===== src/rtl/seg7_pkg.sv =====
// Shared glyph and polarity constants for the multiplexed 7-segment display driver.
// Segment vectors are active-low, ordered a..g from bit 6 down to bit 0.
package seg7_pkg;

  typedef logic [6:0] seg7_t;

  localparam logic SEG_ON    = 1'b0;
  localparam logic SEG_OFF   = 1'b1;
  localparam logic ANODE_ON  = 1'b0;
  localparam logic ANODE_OFF = 1'b1;

  localparam seg7_t SEG_0     = 7'b0000001;
  localparam seg7_t SEG_1     = 7'b1001111;
  localparam seg7_t SEG_2     = 7'b0010010;
  localparam seg7_t SEG_3     = 7'b0000110;
  localparam seg7_t SEG_4     = 7'b1001100;
  localparam seg7_t SEG_5     = 7'b0100100;
  localparam seg7_t SEG_6     = 7'b0100000;
  localparam seg7_t SEG_7     = 7'b0001111;
  localparam seg7_t SEG_8     = 7'b0000000;
  localparam seg7_t SEG_9     = 7'b0000100;
  localparam seg7_t SEG_A     = 7'b0001000;
  localparam seg7_t SEG_B     = 7'b1100000;
  localparam seg7_t SEG_C     = 7'b0110001;
  localparam seg7_t SEG_D     = 7'b1000010;
  localparam seg7_t SEG_E     = 7'b0110000;
  localparam seg7_t SEG_F     = 7'b0111000;
  localparam seg7_t SEG_DASH  = 7'b1111110;
  localparam seg7_t SEG_BLANK = 7'b1111111;

endpackage


===== src/rtl/seg7_encode.sv =====
// Combinational nibble-to-glyph encoder; codes 10-15 show A..F in hex mode,
// otherwise a dash.
module seg7_encode
  import seg7_pkg::*;
(
  input  logic [3:0] nibble_i,
  input  logic       hex_mode_i,
  output logic [6:0] seg_o
);

  always_comb begin
    seg_o = SEG_BLANK;
    unique case (nibble_i)
      4'd0:  seg_o = SEG_0;
      4'd1:  seg_o = SEG_1;
      4'd2:  seg_o = SEG_2;
      4'd3:  seg_o = SEG_3;
      4'd4:  seg_o = SEG_4;
      4'd5:  seg_o = SEG_5;
      4'd6:  seg_o = SEG_6;
      4'd7:  seg_o = SEG_7;
      4'd8:  seg_o = SEG_8;
      4'd9:  seg_o = SEG_9;
      4'd10: seg_o = hex_mode_i ? SEG_A : SEG_DASH;
      4'd11: seg_o = hex_mode_i ? SEG_B : SEG_DASH;
      4'd12: seg_o = hex_mode_i ? SEG_C : SEG_DASH;
      4'd13: seg_o = hex_mode_i ? SEG_D : SEG_DASH;
      4'd14: seg_o = hex_mode_i ? SEG_E : SEG_DASH;
      4'd15: seg_o = hex_mode_i ? SEG_F : SEG_DASH;
    endcase
  end

endmodule


===== src/rtl/seg7_scan_driver.sv =====
// Time-multiplexed N-digit common-anode display driver with per-frame input
// snapshot, leading-zero blanking and an anti-ghosting blank window per slot.
module seg7_scan_driver
  import seg7_pkg::*;
#(
  parameter int unsigned NUM_DIGITS   = 4,
  parameter int unsigned PRESCALE     = 100000,
  parameter int unsigned BLANK_CYCLES = 1000,
  parameter bit          HEX_MODE     = 1'b0
) (
  input  logic                    clk,
  input  logic                    rst_n,
  input  logic [4*NUM_DIGITS-1:0] digits,
  input  logic [NUM_DIGITS-1:0]   dp,
  input  logic [NUM_DIGITS-1:0]   digit_en,
  input  logic                    lzb,
  output logic [6:0]              seg,
  output logic                    dp_n,
  output logic [NUM_DIGITS-1:0]   anode,
  output logic                    frame_start
);

  localparam int unsigned   CW        = (PRESCALE > 1) ? $clog2(PRESCALE) : 1;
  localparam int unsigned   IW        = (NUM_DIGITS > 1) ? $clog2(NUM_DIGITS) : 1;
  localparam logic [CW-1:0] CNT_LAST  = CW'(PRESCALE - 1);
  localparam logic [IW-1:0] IDX_LAST  = IW'(NUM_DIGITS - 1);
  localparam logic [CW:0]   BLANK_LIM = (CW + 1)'(BLANK_CYCLES);

  logic [CW-1:0]           cnt_q, cnt_d;
  logic [IW-1:0]           idx_q, idx_d;
  logic                    load_pending_q;
  logic [4*NUM_DIGITS-1:0] snap_digits_q;
  logic [NUM_DIGITS-1:0]   snap_dp_q, snap_en_q;
  logic                    snap_lzb_q;
  logic [6:0]              seg_q, seg_d;
  logic                    dp_n_q, dp_n_d;
  logic [NUM_DIGITS-1:0]   anode_q, anode_d;
  logic                    frame_start_q;

  logic                    tick, load, blank_win;
  logic                    lz_run;
  logic [NUM_DIGITS-1:0]   lz_blank;
  logic [3:0]              cur_nib;
  logic                    cur_dp, cur_en, cur_lzb;
  logic [6:0]              glyph;

  assign tick      = (cnt_q == CNT_LAST);
  assign load      = load_pending_q | (tick & (idx_q == IDX_LAST));
  assign blank_win = ({1'b0, cnt_q} < BLANK_LIM);
  assign cnt_d     = tick ? '0 : cnt_q + 1'b1;
  assign idx_d     = !tick ? idx_q : ((idx_q == IDX_LAST) ? '0 : idx_q + 1'b1);

  // Blanking run walks down from the MSD; any non-zero nibble or lit dp ends it.
  always_comb begin
    lz_run   = snap_lzb_q;
    lz_blank = '0;
    for (int unsigned j = NUM_DIGITS; j > 0; j--) begin
      lz_run        = lz_run && (snap_digits_q[4*(j-1) +: 4] == 4'd0) && !snap_dp_q[j-1];
      lz_blank[j-1] = lz_run && (j != 1);
    end
  end

  always_comb begin
    cur_nib = '0;
    cur_dp  = 1'b0;
    cur_en  = 1'b0;
    cur_lzb = 1'b0;
    anode_d = {NUM_DIGITS{ANODE_OFF}};
    for (int unsigned i = 0; i < NUM_DIGITS; i++) begin
      if (idx_q == IW'(i)) begin
        cur_nib    = snap_digits_q[4*i +: 4];
        cur_dp     = snap_dp_q[i];
        cur_en     = snap_en_q[i];
        cur_lzb    = lz_blank[i];
        anode_d[i] = ANODE_ON;
      end
    end
  end

  seg7_encode u_encode (
    .nibble_i   (cur_nib),
    .hex_mode_i (HEX_MODE),
    .seg_o      (glyph)
  );

  always_comb begin
    seg_d  = (cur_en && !cur_lzb) ? glyph : SEG_BLANK;
    dp_n_d = (cur_en && cur_dp) ? SEG_ON : SEG_OFF;
  end

  always_ff @(posedge clk or negedge rst_n) begin
    if (!rst_n) begin
      cnt_q          <= '0;
      idx_q          <= '0;
      load_pending_q <= 1'b1;
      snap_digits_q  <= '0;
      snap_dp_q      <= '0;
      snap_en_q      <= '0;
      snap_lzb_q     <= 1'b0;
      seg_q          <= SEG_BLANK;
      dp_n_q         <= SEG_OFF;
      anode_q        <= {NUM_DIGITS{ANODE_OFF}};
      frame_start_q  <= 1'b0;
    end else begin
      cnt_q          <= cnt_d;
      idx_q          <= idx_d;
      load_pending_q <= 1'b0;
      frame_start_q  <= load;
      if (load) begin
        snap_digits_q <= digits;
        snap_dp_q     <= dp;
        snap_en_q     <= digit_en;
        snap_lzb_q    <= lzb;
      end
      if (blank_win) begin
        seg_q   <= SEG_BLANK;
        dp_n_q  <= SEG_OFF;
        anode_q <= {NUM_DIGITS{ANODE_OFF}};
      end else begin
        seg_q   <= seg_d;
        dp_n_q  <= dp_n_d;
        anode_q <= anode_d;
      end
    end
  end

  assign seg         = seg_q;
  assign dp_n        = dp_n_q;
  assign anode       = anode_q;
  assign frame_start = frame_start_q;

endmodule

===== config.mk =====
export PLATFORM = sky130hd
export DESIGN_NAME = seg7_scan_driver
export DESIGN_NICKNAME = d
export VERILOG_FILES = /design/src/rtl/seg7_pkg.sv /design/src/rtl/seg7_encode.sv /design/src/rtl/seg7_scan_driver.sv
export SDC_FILE = /design/constraint.sdc
export NUM_CORES = 1
export LEC_CHECK = 0
export BUFFER_PORTS_ARGS = -buffer_cell sky130_fd_sc_hd__buf_2
export CAP_MARGIN = 20
export CORE_ASPECT_RATIO = 0.5
export CORE_UTILIZATION = 40
export CTS_BUF_LIST = sky130_fd_sc_hd__clkbuf_8
export DETAILED_ROUTE_END_ITERATION = 6
export PLACE_DENSITY = 0.64
export SYNTH_ARGS = -nofsm -noshare
export SYNTH_HDL_FRONTEND = slang
export SYNTH_SLANG_ARGS = --single-unit
export TNS_END_PERCENT = 1

===== constraint.sdc =====
create_clock -name clk -period 2.28 [get_ports clk]
set_clock_uncertainty 0.05 [all_clocks]
set_input_delay 0.342 -clock clk [delete_from_list [all_inputs] [get_ports clk]]
set_output_delay 0.342 -clock clk [all_outputs]
set_load 0.02 [all_outputs]

==> results.md <==
* FMAX at 444 MHz
* Vias/cell at ~5.0
* Final min period at 2.25 ns
* Endpoint of the worst hold path: snap_en_q[3]
* Final period utilization at a little over nine tenths
* Routability Congestion at between 0.7 and 0.8
* Die area at a little over 0.007 sq mm
* Clock Latency Late Sink at approximately 0.33 ns
* Inserted Clock Buffers at 9
* Synth cell count leaders: dfrtp_1, mux2_4, nand2_1
* TNS Setup at 0 ns
* Crit path capture type: flop
* Final Power at roughly 2.3 mW
* Ys async rst share at 100%
* Dpl hpwl at between 3000 and 4000 um
* Fillers at ~560
* Final setup fails at 0
* Setup ws final at 0.0291 ns
* Inst Count DP at approximately 350
* Nets at between 300 and 400
* Worst vdd ir at around 0.52 mV
* Post-synth EDFFs at 0
* Post-Route WL at 5280 um
* Reg area at 0.00147 sq mm
* 1st-iter DRT viols at 60
* Slew headroom at just under 30%
* Measured slew at the worst slew-check pin at 1.05 ns
* First-pass GRT wire length at about 9100 um
* Worst path max stage delay at 0.82 ns
* Setup CP Type: flop to flop
* Routed via count at between 1500 and 2000
* CP Buf/Inv Count at 0
* Util after Layout at a little over half
* Cell count after synthesis at 221
* R2R depth at 5
* Largest net degree at the start of global routing at 31
* Main synth FF type: dfrtp_1
* Vias in the first global route at 1918
* Starting Density at a little over two fifths
* Post-CTS setup buffer count at 0
* Die width at approximately 120 um
* Synth area leaders: dfrtp_1, dfstp_2, mux2_4
* Most frequent cell after synthesis: dfrtp_1
* Worst flop-to-flop path endpoint: snap_digits_q[6]
* RSZ-0062 raised after global routing: true
* Worst Hold Depth at 2
* First-pass detailed-route iteration total at 6
* Top cell type's share of synthesized area at between 40 and 50%
* CTS root buffer: clkbuf_8
* # clock sinks at 58
* Max Transition Viols Final at 0
* Final Hold Viols at 0
* Dpl ws at -0.0123 ns
* Critical path launch point type: flop
* Die height at approximately 60 um
* P per Cell Area at just over 700 mW/mm^2
* Layout cells sized above 1 at a little over two fifths
* Area Overhead vs Synth at 20.6%
* GRT Util Overall at 16.7%
* Crit path max-delay family: compound AO/OA/AOI/OAI gates
* H-Tree Depth at 3
* Crit-path max FO at 26
* Antenna viol nets, final at 0
* Post-Synthesis Net Count at ~250
* Worst Path Arrival at between 2 and 2.5 ns
* Synth Cell Area at 0.00274 sq mm
* Fin cells at between 300 and 400
* Grt total ovfl at 0
* Hold/Removal Path Class: input pin to flop
* Max_cap viols at 0
* Multi-input logic area at about 0.0012 sq mm
* R2r setup slk at approximately 0.03 ns
* CTS tree: done
* CORE AREA at 0.00633 sq mm
* Hold Startpoint: digit_en[3]
* Synth Register Bits at slightly below 60
* Cell variety after synth at 50
* Pleak at 1.47 nW
* Design area at roughly 0.0033 sq mm
* Sequential fraction of the synthesis area at a little over half
* Worst endpoint required time at 2.44 ns
* Yosys Warn Count at 0
* WHS at approximately 0.19 ns
* Crit-path cells: and3_1, nand2_2, nor3_4, a21oi_4, mux2_2
* Drt wl/cell at 14.4 um
* Outcome: completed
* Mean Syn Cell Area at approximately 12 sq um
* Critical-path top delay cell: a21oi_4
* Leading area contributor after synthesis: dfrtp_1
* I/O pins at 40
* FP Rows at 20
* DRC errors left at 0
* Clk buf depth at 2
* Reg2reg start: cnt_q[2]
* Initial antenna violation count at 0
* IO Port Bufs at 39
* CTS clock-pin slew for the worst setup and hold paths at roughly 0.07 ns
* Antenna diodes at 0
* Placed Area at between 0.003 and 0.004 sq mm
## per-layer routing
| metal | global-route usage [%] | part of all wire, % | vias to the layer above |
|---|---|---|---|
| li1 | - | - | 897 |
| met2 | 28.2 | 48 | 37 |
| met1 | 20.6 | 48 | 898 |
| met4 | 7.41 | 1.2 | 0 |
| met3 | 4.61 | 3.3 | 7 |
| met5 | 0 | 0 | - |
## placed cells by master, fill, tap and decap left out, drive strengths merged, types with 2 or more instances in the layout
cell	netlist	final
and3	5	5
nor2	14	14
a22o	2	2
buf	5	46
nand3	9	9
dfrtp	45	45
and2	2	2
a22oi	2	2
o22ai	3	3
o21ai	12	12
xnor2	9	9
clkinv	0	4
xor2	3	3
dfstp	13	13
a31oi	2	2
nor4	3	3
nor3	3	3
a21oi	5	5
nor2b	3	3
nand3b	3	3
o221a	2	2
nand2b	3	3
nand2	20	20
a221oi	3	3
ha	5	5
bufinv	0	2
or3	2	2
clkbuf	1	9
mux2	25	25
o221ai	2	2
inv	5	6
## layout make-up
class / instances / area share [%]
sequential: 58 / 44.4
multi-input combinational: 152 / 37.0
clock inverter: 7 / 2.80
timing repair buffer: 47 / 8.17
tap: 88 / 3.33
clock buffer: 9 / 3.74
inverter: 5 / 0.567
## state kept, by name (all words and copies together) (netlist names)
signal and cells:
idx_q 2, load_pending_q 1, snap_en_q 4, snap_lzb_q 1, anode 4, seg 7, dp_n 1, snap_digits_q 16
snap_dp_q 4, cnt_q 17, frame_start 1
## worst max-delay path by stage
| stage | startpoint | endpoint | slack [ns] | cells after the start |
|---|---|---|---|---|
| 6_report | cnt_q[2] | snap_digits_q[6] | 0.03 | 5 |
| 5_1_grt | cnt_q[2] | snap_digits_q[6] | -0.07 | 5 |
| 4_1_cts | cnt_q[2] | snap_digits_q[6] | 0.0002 | 5 |
| 3_5_place_dp | cnt_q[2] | snap_digits_q[6] | -0.01 | 5 |
| 3_3_place_gp | cnt_q[2] | snap_digits_q[3] | 0.06 | 5 |
| 2_1_floorplan | idx_q[0] | seg[6] | 0.33 | 9 |
## where the power goes
part	switching (mW)	internal (mW)
clock	0.408	0.614
sequential	0.0414	1.08
combinational	0.0913	0.115
## logic make-up (layout without fill, tap and decap cells)
| logic type | Yosys count | in the layout | share of synthesized area [%] |
|---|---|---|---|
| and+or+nand+nor | 71 | 71 | 14.5 |
| DFF | 58 | 58 | 53.5 |
| AOI/OAI and AO/OA | 38 | 38 | 10.5 |
| muxes | 25 | 25 | 12.9 |
| xor gates and xnor gates | 12 | 12 | 3.83 |
| buffers and inverters | 11 | 68 | 2.42 |
| adders and majority gates | 5 | 5 | 2.28 |
| other | 1 | 1 | 0.137 |
## what timing repair did
| item | 4_1_cts | 5_1_grt |
|---|---|---|
| setup endpoints to repair | 1 | 28 |
| hold buffers | 1 | 0 |
| hold endpoints to repair | 1 | 0 |
| pin swaps | 1 | 1 |
| resized for setup | 0 | 5 |
No activity file was read; power rests on OpenSTA's default activity.
